File: src/rtl/bb_link_scheduler.sv
// bb_link_scheduler
// Shares one UART bus-bridge link between two local requesters.
// A round-robin arbiter picks one requester at a time. Its transaction is
// packed into a single frame {mode, addr, wdata} and handed to the UART TX.
// A read then waits, with a timeout, for the remote read-data byte on UART RX.
//
// Handshake contract:
//   - A requester raises m_req[i] with stable m_mode/m_addr/m_wdata fields.
//   - It keeps them stable until it sees m_grant[i] for one cycle.
//   - Exactly one m_done[i] pulse then follows for that grant, carrying
//     m_rdata and m_err.
//   - A reset that arrives mid-transaction drops it silently.
//   - On the UART side, u_tx_start is a one-cycle launch of u_tx_data.
//     Completion is the rise and then the fall of u_tx_busy.
//   - u_rx_valid is a one-cycle strobe for u_rx_data. It is only heard
//     while a read is waiting.
module bb_link_scheduler #(
  parameter int DATA_WIDTH     = 8,
  parameter int BB_ADDR_WIDTH  = 13,
  parameter int TIMEOUT_CYCLES = 200000
) (
  input  logic                                clk,
  input  logic                                rst,
  input  logic [1:0]                          m_req,
  input  logic [1:0]                          m_mode,
  input  logic [2*BB_ADDR_WIDTH-1:0]          m_addr,
  input  logic [2*DATA_WIDTH-1:0]             m_wdata,
  output logic [1:0]                          m_grant,
  output logic [1:0]                          m_done,
  output logic [DATA_WIDTH-1:0]               m_rdata,
  output logic                                m_err,
  output logic                                busy,
  output logic [DATA_WIDTH+BB_ADDR_WIDTH:0]   u_tx_data,
  output logic                                u_tx_start,
  input  logic                                u_tx_busy,
  input  logic [DATA_WIDTH-1:0]               u_rx_data,
  input  logic                                u_rx_valid,
  output logic [2:0]                          dbg_state
);

  localparam int CW = (TIMEOUT_CYCLES > 2) ? $clog2(TIMEOUT_CYCLES) : 1;

  typedef enum logic [2:0] {
    S_IDLE    = 3'd0,
    S_GRANT   = 3'd1,
    S_START   = 3'd2,
    S_TX_WAIT = 3'd3,
    S_RD_WAIT = 3'd4,
    S_DONE    = 3'd5
  } state_t;

  state_t                              r_state;
  state_t                              w_state_nxt;
  logic                                r_win;
  logic                                r_last;
  logic                                r_mode;
  logic [DATA_WIDTH+BB_ADDR_WIDTH:0]   r_tx_data;
  logic                                r_busy_seen;
  logic [CW-1:0]                       r_cnt;
  logic [DATA_WIDTH-1:0]               r_rdata;
  logic                                r_err;

  logic                                w_win;
  logic                                w_sel_mode;
  logic [BB_ADDR_WIDTH-1:0]            w_sel_addr;
  logic [DATA_WIDTH-1:0]               w_sel_wdata;
  logic [DATA_WIDTH-1:0]               w_frame_wdata;
  logic [CW-1:0]                       w_cnt_nxt;
  logic                                w_timeout;
  logic                                w_tx_fall;

  // Arbitration: a lone requester wins; on a tie the one not granted last time wins.
  assign w_win = (m_req == 2'b11) ? ~r_last : m_req[1];

  // Select the winner's request fields; read frames carry zero write data.
  assign w_sel_mode    = w_win ? m_mode[1] : m_mode[0];
  assign w_sel_addr    = w_win ? m_addr[2*BB_ADDR_WIDTH-1:BB_ADDR_WIDTH]
                               : m_addr[BB_ADDR_WIDTH-1:0];
  assign w_sel_wdata   = w_win ? m_wdata[2*DATA_WIDTH-1:DATA_WIDTH]
                               : m_wdata[DATA_WIDTH-1:0];
  assign w_frame_wdata = w_sel_mode ? w_sel_wdata : {DATA_WIDTH{1'b0}};

  // The read timeout fires on the cycle the incremented count reaches TIMEOUT_CYCLES-1.
  assign w_cnt_nxt = r_cnt + CW'(1);
  assign w_timeout = (w_cnt_nxt == CW'(TIMEOUT_CYCLES - 1));

  // TX has finished once busy has been seen high and is now low.
  assign w_tx_fall = r_busy_seen & ~u_tx_busy;

  // State register.
  always_ff @(posedge clk or posedge rst) begin
    if (rst) begin
      r_state <= S_IDLE;
    end else begin
      r_state <= w_state_nxt;
    end
  end

  // Next-state logic.
  always_comb begin
    w_state_nxt = r_state;
    case (r_state)
      S_IDLE:    if (|m_req) w_state_nxt = S_GRANT;
      S_GRANT:   w_state_nxt = S_START;
      S_START:   w_state_nxt = S_TX_WAIT;
      S_TX_WAIT: if (w_tx_fall) w_state_nxt = r_mode ? S_DONE : S_RD_WAIT;
      S_RD_WAIT: if (u_rx_valid || w_timeout) w_state_nxt = S_DONE;
      S_DONE:    w_state_nxt = S_IDLE;
      default:   w_state_nxt = S_IDLE;
    endcase
  end

  // Outputs are decoded from the state, so a reset clears them at once.
  always_comb begin
    m_grant    = 2'b00;
    m_done     = 2'b00;
    m_rdata    = '0;
    m_err      = 1'b0;
    u_tx_start = 1'b0;
    case (r_state)
      S_GRANT: m_grant    = r_win ? 2'b10 : 2'b01;
      S_START: u_tx_start = 1'b1;
      S_DONE: begin
        m_done  = r_win ? 2'b10 : 2'b01;
        m_rdata = r_rdata;
        m_err   = r_err;
      end
      default: ;
    endcase
  end

  assign busy      = (r_state != S_IDLE);
  assign u_tx_data = r_tx_data;
  assign dbg_state = r_state;

  // Transaction datapath: winner, frame latch, TX busy tracking, read counter and result.
  always_ff @(posedge clk or posedge rst) begin
    if (rst) begin
      r_win       <= 1'b0;
      r_last      <= 1'b1;
      r_mode      <= 1'b0;
      r_tx_data   <= '0;
      r_busy_seen <= 1'b0;
      r_cnt       <= '0;
      r_rdata     <= '0;
      r_err       <= 1'b0;
    end else begin
      case (r_state)
        S_IDLE: begin
          // Fields are captured on the edge into GRANT. This puts the frame on
          // u_tx_data during the grant cycle; the requester still holds the
          // fields then.
          if (|m_req) begin
            r_win     <= w_win;
            r_mode    <= w_sel_mode;
            r_tx_data <= {w_sel_mode, w_sel_addr, w_frame_wdata};
            r_rdata   <= '0;
            r_err     <= 1'b0;
          end
        end
        S_GRANT: begin
          r_last      <= r_win;
          r_busy_seen <= 1'b0;
        end
        S_START: begin
          if (u_tx_busy) r_busy_seen <= 1'b1;
        end
        S_TX_WAIT: begin
          if (u_tx_busy) r_busy_seen <= 1'b1;
          r_cnt <= '0;
        end
        S_RD_WAIT: begin
          r_cnt <= w_cnt_nxt;
          if (u_rx_valid) begin
            r_rdata <= u_rx_data;
            r_err   <= 1'b0;
          end else if (w_timeout) begin
            r_rdata <= '0;
            r_err   <= 1'b1;
          end
        end
        default: ;
      endcase
    end
  end

endmodule

File: config.mk
export PLATFORM = sky130hd
export DESIGN_NAME = bb_link_scheduler
export DESIGN_NICKNAME = d
export VERILOG_FILES = /design/src/rtl/bb_link_scheduler.sv
export SDC_FILE = /design/constraint.sdc
export NUM_CORES = 1
export LEC_CHECK = 0
export CORE_ASPECT_RATIO = 1.4
export CORE_MARGIN = 2
export CORE_UTILIZATION = 30
export DETAILED_ROUTE_END_ITERATION = 12
export PLACE_DENSITY = 0.55
export SYNTH_ARGS = -nofsm -noshare
export SYNTH_HDL_FRONTEND = slang
export SYNTH_SLANG_ARGS = --single-unit
File: constraint.sdc
create_clock -name clk -period 3.2 [get_ports clk]
set_clock_uncertainty 0.05 [all_clocks]
set_input_delay 0.8 -clock clk [delete_from_list [all_inputs] [get_ports clk]]
set_output_delay 0.8 -clock clk [all_outputs]
set_load 0.02 [all_outputs]
==> flow_summary_export.csv <==
group,metric,value,unit
worst_setup_path,startpoint_type,"flip-flop",
clock_network,cts_resized,0,
synth,netlist_area,3030,um2
power,p_leak,1.81,nW
synth,yosysWarnings,0,
cells_and_area,drive_above_1_share,7.29,%
sta,setup_slack,0.300,ns
placed_design,portBuffers,97,
worst_setup_path,cp_max_fo,11,
floorplan,start_util,30.6,%
placed_design,gp_congestion,0.754,
worst_setup_path,r2r_start,"r_cnt[0]$_DFFE_PP0P_",
worst_setup_path,required,2.35,ns
sta,period_minus_slack,2.90,ns
power,pwr_density_cell,683,nW/um2
clock_network,root_buffer,"clkbuf_16",
clock_network,cts_tree,"yes",
run,max_cap_viol_count,0,
drt,wirelength,7890,um
status,status,"finished clean",
synth,yosysSeqAreaShare,45.4,%
sta,max_freq,345,MHz
drt,postRouteAntennaNets,0,
sta,setup_viol,0,
global_routing,grt_pass1_wl,12400,um
placed_design,dp_slack,0.571,ns
power,switching_share,35.4,%
worst_setup_path,r2r_slack,0.60,ns
worst_setup_path,arrival,2.05,ns
synth,ys_seq_elements,55,
synth,synthDistinctLibCells,54,
floorplan,die_w,89.0,um
sta,finalCritPeriodShare,90.6,%
clock_network,post_cts_buffers,0,
power,combPwrFrac,40.9,%
hold_path,worstHoldPathType,"flip-flop to flip-flop",
sta,relSlewSlack,46.0,%
placed_design,hpwl,5850,um
power,vdd_drop_max,0.225,mV
sta,whs,0.427,ns
clock_network,ctsHtreeMaxLevel,2,
power,clkPwrFrac,23.5,%
cells_and_area,fill_cells,1005,
sta,report.final.slew_viol_count,0,
power,intPower,0.00191,W
drt,vias,2693,
clock_network,clk_pin_slew_worst_paths,0.07,ns
sta,setup_tns,0,ns
global_routing,grt_pass1_vias,2506,
sta,worst_pin_slew,0.809,ns
drt,viasPerCell,4.81,
clock_network,hold_buffers,0,
floorplan,die_area,10900,um2
power,p_switching,0.00105,W
drt,wl_per_cell,14.1,um
worst_setup_path,worstSetupStartpoint,"dbg_state[1]$_DFFE_PP0P_",
clock_network,clk_path_buf_depth,2,
synth,syn_avg_cell_area,9.16,um2
floorplan,fp.dieH,123,um
sta,hold_viol,0,
global_routing,grt_overflow_total,0,
worst_setup_path,rr_worst_depth,7,
cells_and_area,seqCellArea,1380,um2
global_routing,grt_usage,14.4,%
synth,syn_inst,331,
floorplan,pin_count,98,
cells_and_area,layout.nets,484,
cells_and_area,area_growth,42.7,%
global_routing,grt_max_degree,30,
drt,drc,0,
clock_network,clkLatencyLatePin,0.29,ns
sta,rsz0062_at_grt,"false",
clock_network,cts.sinks,55,
worst_setup_path,setup.worst_path.end,"m_rdata[7]",
power,p_seq_share,35.5,%
worst_setup_path,end_kind,"primary output",
drt,drt-pass1-iter-count,4,
worst_setup_path,worstSetupPathType,"flip-flop to primary output",
worst_setup_path,r2r-end,"r_rdata[6]$_DFFE_PP0P_",
cells_and_area,diodes,0,
synth,synth_nets,391,
floorplan,fp-row-count,43,
cells_and_area,multi_input_area,1510,um2
clock_network,cts-buffers-inserted,5,
drt,drt-initial-drc-count,69,
global_routing,antenna_found_initial,0,
floorplan,coreArea,9900,um2
[sequential cells by signal, indices dropped and copies added (netlist names)]
signal / cells
r_win: 1
r_busy_seen: 1
r_last: 1
r_rdata: 8
r_err: 1
r_cnt: 18
u_tx_data: 21
dbg_state: 3
r_mode: 1
[cell type report]
class | count | share of cell area [%]
Timing Repair Buffer | 104 | 23.9
Inverter | 11 | 0.954
Multi-Input combinational cell | 247 | 35.0
Tap cell | 135 | 3.90
Clock inverter | 2 | 1.39
Clock buffer | 6 | 2.98
Sequential cell | 55 | 31.8
[layout by cell type, fill, tap and decap left out, types with 3 or more instances in the layout]
cell type and n:
o31ai_1 7, clkbuf_16 5, nor2_1 14, and3_1 5
buf_4 6, xnor2_1 4, mux2i_1 22, a31oi_1 5
o21ai_1 8, nand2_1 57, nand3b_1 3, nor3_1 6
nand3_1 9, nand4_1 4, inv_1 10, and2_1 14
and3b_1 3, a21oi_1 5, dfrtp_1 54, clkdlybuf4s50_1 97
o21ai_0 45, nor2b_1 3
[power groups by stage]
stage               combinational [W]  sequential [W]  clock, W
floorplan                    0.000511         0.00120         0
global placement              0.00122         0.00106         0
detailed placement            0.00123         0.00107         0
CTS                           0.00123         0.00105  0.000720
global route                  0.00133         0.00109  0.000745
finish                        0.00121         0.00105  0.000695
[cell usage after synthesis (all sizes together)]
cell / number / area share, %
a21boi: 2 / 0.50
o22ai: 2 / 0.41
o221ai: 1 / 0.50
dfrtp: 54 / 45
nand4: 5 / 1.5
a311o: 1 / 0.33
dfstp: 1 / 0.87
or2: 1 / 0.21
nor2: 14 / 1.7
nor4: 3 / 1.3
a211oi: 1 / 0.25
a31oi: 5 / 1.0
a21oi: 5 / 0.83
mux2i: 22 / 7.3
nor3: 7 / 1.5
and2: 15 / 3.1
o21ai: 55 / 9.2
xnor2: 4 / 1.2
nand2: 57 / 7.1
mux2: 1 / 0.37
o41ai: 1 / 0.29
or4: 2 / 0.62
clkbuf: 13 / 2.3
inv: 11 / 1.4
and4: 3 / 0.95
a22o: 1 / 0.29
xor2: 1 / 0.29
ha: 2 / 0.83
and3b: 3 / 0.87
o31a: 1 / 0.29
and3: 6 / 1.3
nand3: 10 / 1.8
or3: 1 / 0.21
o21a: 1 / 0.25
nand3b: 3 / 0.74
or4b: 1 / 0.33
buf: 5 / 1.2
o31ai: 7 / 1.7
nor2b: 3 / 0.62
[through the flow]
step	total power [W]	area [um2]	std cells	util [%]
floorplan	0.00171	3030	331	-
global placement	0.00228	4140	552	41.8
detailed placement	0.00230	4140	552	41.8
CTS	0.00300	4330	560	43.7
global route	0.00316	4330	560	43.7
finish	0.00295	4330	560	43.7
[per-layer routing]
metal | wire length, um | vias to the layer above | track usage [%]
li1 | - | 1351 | -
met1 | 3460 | 1272 | 18.3
met2 | 3950 | 62 | 25.0
met3 | 392 | 8 | 2.67
met4 | 87 | 0 | 3.82
met5 | 0 | - | 0
[worst min path at each step]
stage | start | end | cells past startpoint
final | u_tx_data[5]$_DFFE_PP0P_ | u_tx_data[5]$_DFFE_PP0P_ | 2
after global routing | u_tx_data[15]$_DFFE_PP0P_ | u_tx_data[15]$_DFFE_PP0P_ | 2
after CTS | u_tx_data[5]$_DFFE_PP0P_ | u_tx_data[5]$_DFFE_PP0P_ | 2
after detailed placement | u_tx_data[2]$_DFFE_PP0P_ | u_tx_data[2]$_DFFE_PP0P_ | 2
after global placement | u_tx_data[2]$_DFFE_PP0P_ | u_tx_data[2]$_DFFE_PP0P_ | 2
after floorplan | r_err$_DFFE_PP0P_ | r_err$_DFFE_PP0P_ | 1
[worst max-delay path, stage by stage, from the launching register on]
cell and delay (ns):
dfrtp_1 0.46, inv_1 0.16, and3_1 0.35, and2_1 0.18
clkdlybuf4s50_1 0.60
[kinds of logic after synthesis]
group           after synthesis  share of synthesized area [%]
fa+ha+maj                     2                          0.825
compound gates               83                           15.9
simple gates                134                           23.9
xor+xnor                      5                           1.44
flops                        55                           45.4
buf+inv                      29                           4.87
mux                          23                           7.64
No activity file was read; power rests on OpenSTA's default activity.
